**src/rtl/noc_inject_arbiter.sv**
```systemverilog
// Round-robin injection arbiter: NUM_SRC sources share one holding register that drives a network port.
// Optional token-bucket rate limiting is enabled by defining INJECT_RATE_LIMIT_EN.
package noc_inject_pkg;
  typedef struct packed {
    logic        valid;
    logic [7:0]  dest;
    logic [15:0] payload;
  } packet_t;
endpackage

module noc_inject_arbiter
  import noc_inject_pkg::*;
#(
  parameter int NUM_SRC      = 4,
  parameter int TOKEN_PERIOD = 8,
  parameter int TOKEN_MAX    = 4
) (
  input  logic               clk,
  input  logic               rst,
  input  packet_t            src_pkt [NUM_SRC],
  output logic [NUM_SRC-1:0] src_grant,
  output packet_t            net_data,
  output logic               net_data_val,
  input  logic               net_en,
  output logic               busy,
  output logic [31:0]        inj_count
);
  localparam int PW = $clog2(NUM_SRC);

  logic          full_q, full_d;
  packet_t       net_data_q, net_data_d;
  logic [PW-1:0] rr_ptr_q, rr_ptr_d;
  logic [31:0]   inj_count_q, inj_count_d;

  logic          xfer, load_ok, load, tok_ok;
  logic          hi_found, lo_found;
  logic [PW-1:0] hi_idx, lo_idx, win_idx;
  logic          any_req;

  assign xfer    = full_q & net_en;
  assign load_ok = ~full_q | xfer;

  // Round-robin search: lowest valid index at/after rr_ptr, else lowest valid overall (wrap).
  always_comb begin
    hi_found = 1'b0;
    hi_idx   = '0;
    lo_found = 1'b0;
    lo_idx   = '0;
    for (int i = NUM_SRC - 1; i >= 0; i--) begin
      if (src_pkt[i].valid) begin
        lo_found = 1'b1;
        lo_idx   = PW'(i);
        if (i >= int'(rr_ptr_q)) begin
          hi_found = 1'b1;
          hi_idx   = PW'(i);
        end else begin
          hi_found = hi_found;
        end
      end else begin
        lo_found = lo_found;
      end
    end
  end

  assign any_req = lo_found;
  assign win_idx = hi_found ? hi_idx : lo_idx;
  assign load    = load_ok & any_req & tok_ok & ~rst;

`ifdef INJECT_RATE_LIMIT_EN
  localparam int TW = $clog2(TOKEN_MAX + 1);
  localparam int CW = $clog2(TOKEN_PERIOD + 1);

  logic [TW-1:0] tokens_q, tokens_d;
  logic [CW-1:0] period_q, period_d;
  logic          refill;

  assign tok_ok = (tokens_q != TW'(0));
  assign refill = (period_q == CW'(TOKEN_PERIOD - 1));

  // Token bucket: refill on period wrap, consume on load; both together cancel out.
  always_comb begin
    period_d = refill ? CW'(0) : period_q + CW'(1);
    if (refill && !load) begin
      tokens_d = (tokens_q == TW'(TOKEN_MAX)) ? tokens_q : tokens_q + TW'(1);
    end else if (load && !refill) begin
      tokens_d = tokens_q - TW'(1);
    end else begin
      tokens_d = tokens_q;
    end
  end

  // Token state registers.
  always_ff @(posedge clk) begin
    if (rst) begin
      tokens_q <= TW'(TOKEN_MAX);
      period_q <= CW'(0);
    end else begin
      tokens_q <= tokens_d;
      period_q <= period_d;
    end
  end
`else
  assign tok_ok = 1'b1;
`endif

  // Next-state for the holding register, pointer and counter.
  always_comb begin
    net_data_d  = net_data_q;
    full_d      = full_q;
    rr_ptr_d    = rr_ptr_q;
    inj_count_d = xfer ? inj_count_q + 32'd1 : inj_count_q;
    if (load) begin
      net_data_d = src_pkt[win_idx];
      full_d     = 1'b1;
      rr_ptr_d   = (win_idx == PW'(NUM_SRC - 1)) ? PW'(0) : win_idx + PW'(1);
    end else if (xfer) begin
      full_d = 1'b0;
    end else begin
      full_d = full_q;
    end
  end

  // Holding register, round-robin pointer and injection counter.
  always_ff @(posedge clk) begin
    if (rst) begin
      full_q      <= 1'b0;
      net_data_q  <= '0;
      rr_ptr_q    <= '0;
      inj_count_q <= 32'd0;
    end else begin
      full_q      <= full_d;
      net_data_q  <= net_data_d;
      rr_ptr_q    <= rr_ptr_d;
      inj_count_q <= inj_count_d;
    end
  end

  // One-hot grant, issued only on an actual load.
  always_comb begin
    src_grant = '0;
    if (load) begin
      src_grant[win_idx] = 1'b1;
    end else begin
      src_grant = '0;
    end
  end

  assign net_data     = net_data_q;
  assign net_data_val = xfer;
  assign busy         = full_q;
  assign inj_count    = inj_count_q;
endmodule
```
**config.mk**
```make
export PLATFORM = sky130hd
export DESIGN_NAME = noc_inject_arbiter
export DESIGN_NICKNAME = d
export VERILOG_FILES = /design/src/rtl/noc_inject_arbiter.sv
export SDC_FILE = /design/constraint.sdc
export NUM_CORES = 1
export LEC_CHECK = 0
export ABC_AREA = 1
export CORE_ASPECT_RATIO = 1.4
export CORE_MARGIN = 10
export CORE_UTILIZATION = 43
export CTS_CLUSTER_DIAMETER = 200
export DETAILED_ROUTE_END_ITERATION = 8
export GPL_TIMING_DRIVEN = 0
export PLACE_DENSITY = 0.82
export SLEW_MARGIN = 20
export SYNTH_ARGS = -nofsm -noshare
export SYNTH_HDL_FRONTEND = slang
export SYNTH_SLANG_ARGS = --single-unit
```
**constraint.sdc**
```tcl
create_clock -name clk -period 2 [get_ports clk]
set_input_delay 0.4 -clock clk [delete_from_list [all_inputs] [get_ports clk]]
set_output_delay 0.4 -clock clk [all_outputs]
set_load 0.02 [all_outputs]
```
==> key figures <==
STA
  – Final hold viol count: 0
  – Peak Freq: ~480 MHz
  – RSZ-0062 raised after global routing: yes
  – Clk_skew: 5.40 ps
  – Setup violations, final: 4
  – Tcrit/Tclk final: 104%
  – Rel. slew slack: 64.9%
  – Slew Limit Fails: 0
  – Tightest Pin Transition: between 500 and 600 ps
  – Setup ws final: -89.8 ps
  – Post-layout minimum cycle time: 2090 ps

Placed design
  – DPL Wire Length: ~12 mm
  – GP Congestion: approximately 0.99
  – DP Cell Count: between 800 and 900
  – Port bufs: ~160

Floorplan
  – Die Area: between 0.01 and 0.015 mm^2
  – Chip height: ~130 um
  – I/O pin count: ~170
  – Initial Util: roughly 44%
  – Core footprint: about 0.0086 mm^2
  – Die X: roughly 100 um
  – Number of cell rows: 40

Pwr
  – Clock network fraction of design power: between 30% and 40%
  – Sequential power share: 27.8%
  – Maximum vdd ir drop: around 0.70 mV
  – Sw Share: around a third
  – Pwr/cell area: between 800 and 900 mW/mm^2
  – Leak Pwr: about 2.6 nW
  – Sw power: roughly 0.0019 W
  – Internal: about 0.0035 W
  – Gate power share: between 40% and 50%

Worst setup path
  – Critical path type: register to primary output
  – Critical Path AT: 1690 ps
  – Critical Path RT: between 1500 and 2000 ps
  – Crit path capture type: primary output
  – CP Launch Type: register
  – Critical-path maximum fanout: 5

Synth
  – Top cells by area in the synthesized netlist: dfxtp_1, nand3_1, nand2_1
  – Unique masters post-synth: 31
  – Largest area contributor in the netlist: dfxtp_1
  – Mapped Avg Cell Area: 6.15 um^2
  – Post-synthesis cell count: 617
  – Register area share after synthesis: a little under a third
  – Post-Syn Area: approximately 0.0038 mm^2
  – Yosys top cell area share: between 30% and 40%
  – Yosys warns: 0
  – Synthesized flop and latch total: 60
  – Synth Net Count: between 700 and 800

Route
  – Routed vias/inst: roughly 5.2
  – Iter 0 DRT Violations: between 200 and 300
  – Post-route ant nets: 0
  – 1st-pass router iterations: 5
  – Number of remaining DRC errors: 0
  – Final wirelength: about 15 mm
  – Wire length per cell: 16.6 um
  – Via count: around 4,800

Outcome
  – Failing checks: setup timing
  – Status: complete, but fails checks

Cells and area
  – Final design utilization: roughly 72%
  – Nets@finish: 914
  – Final Non-Filler Cells: just over 900
  – Area growth from synthesis to layout: 62.3%
  – Seq. cell area: roughly 0.0012 mm^2
  – # fillers: roughly 760
  – Multi-input logic area: roughly 0.0023 mm^2
  – Share of cells above drive strength 1: roughly 13%

Clock network
  – Clk root buf: clkbuf_16
  – Worst-path clk slew: around 50 ps
  – Sink Count: 60
  – CTS tree: done
  – CTS H-tree depth: 3
  – Cts bufs inserted: 9
  – Clock latency on the worst-skew pair: 330 ps
  – Clock Tree Buf Depth: 2

Global route
  – Antenna violations before repair: 1
  – Largest net degree at the start of global routing: 14
  – Remaining Overflow, GRT: 0
  – First-pass GRT wire length: about 24 mm
  – Vias in the first global route: ~4,900
  – GRT Total Usage: between 20% and 30%

Flow run
  – Total of max-cap violations: 0

Min path
  – Worst Hold Class: input port to register
[stage by stage]
stage / setup TNS, ps / setup WS, ps / cell area (um^2) / total power [W] / hold slack (ps)
2_1_floorplan: 0 / 17.5 / 3790 / 0.00253 / 468
3_3_place_gp: -8200 / -1140 / 5570 / 0.00336 / 442
3_5_place_dp: -9740 / -1170 / 5570 / 0.00338 / 449
4_1_cts: -594 / -157 / 6060 / 0.00528 / 447
5_1_grt: -618 / -169 / 6160 / 0.00565 / 457
6_report: -294 / -89.8 / 6160 / 0.00538 / 433
[power groups by stage]
stage                     registers [W]  clock network, W  logic [W]
after floorplan                 0.00164                 0   0.000892
after global placement          0.00149                 0    0.00188
after detailed placement        0.00148                 0    0.00190
after CTS                       0.00148           0.00174    0.00207
after global routing            0.00151           0.00180    0.00233
final                           0.00149           0.00174    0.00215
[final timing paths]
check	cells past startpoint	endpoint	slack, ps	startpoint
worst max register to register	12	net_data[4]	110	rr_ptr_q[1]
worst min register to register	2	net_data[24]	460	net_data[24]
worst min-delay path	2	inj_count[17]	430	rst
worst max-delay path	9	src_grant[3]	-90	rr_ptr_q[1]
[sequential cells by signal (all words and copies together), names as in the netlist]
| name | count |
|---|---|
| net_data | 25 |
| busy | 1 |
| inj_count | 32 |
| rr_ptr_q | 2 |
[metal layers]
| metal | wire, um | track usage, % |
|---|---|---|
| met1 | 5490 | 22.8 |
| met4 | 634 | 10.8 |
| met3 | 1430 | 9.60 |
| met2 | 7700 | 39.3 |
| met5 | 0 | 0 |
[cells by family after synthesis]
family                   Yosys count  share of synthesized area (%)
AO/OA/AOI/OAI                     38                           5.41
XOR/XNOR                           6                           1.39
AND/OR/NAND/NOR                  405                           48.6
adder cells (fa/ha/maj)            5                           1.65
buffers and inverters            103                           11.3
flip-flops                        60                           31.7
[layout by cell type (no fill, tap or decap), drive strengths merged]
cell,instances
nor3,10
nand3b,4
nor4,1
xor2,4
buf,41
clkinv,2
nand3,149
nor2,62
inv,72
dlygate4sd2,3
clkdlybuf4s50,155
ha,5
xnor2,2
o21ai,16
dfxtp,60
nand4,3
clkbuf,22
nor3b,2
nand2,174
o21a,3
bufinv,2
a21oi,19
diode,1
[synthesized netlist by cell type (all sizes together)]
master / instances
a21oi: 19
buf: 22
clkbuf: 9
dfxtp: 60
ha: 5
inv: 72
nand2: 174
nand3: 149
nand3b: 4
nand4: 3
nor2: 62
nor3: 10
nor3b: 2
nor4: 1
o21a: 3
o21ai: 16
xnor2: 2
xor2: 4
[critical path, cell delays in order (launching register included)]
cell	delay, ps
dfxtp_4	400
nand2_4	70
a21oi_4	150
nand3_2	130
nand2_4	160
inv_4	70
ha_4	150
inv_2	60
nor2_4	30
buf_6	130
[repair_timing]
action | 4_1_cts | 5_1_grt
resized for setup | 64 | 21
endpoints found under the hold margin | 0 | 0
hold buffers | 0 | 0
setup endpoints to repair | 6 | 7
pin swaps | 12 | 10
buffers inserted | 11 | 6
[layout make-up]
type / instances / area share, %
multi-input cells: 454 / 37.2
repair buffers: 181 / 28.5
flip-flops and latches: 60 / 19.6
inverters: 72 / 4.51
clock buffers: 12 / 4.33
plain buffers: 28 / 2.60
well taps: 105 / 2.13
clock inverters: 4 / 1.14
diodes: 1 / 0.0406
Note: power is estimated with default switching activity, not from simulation.
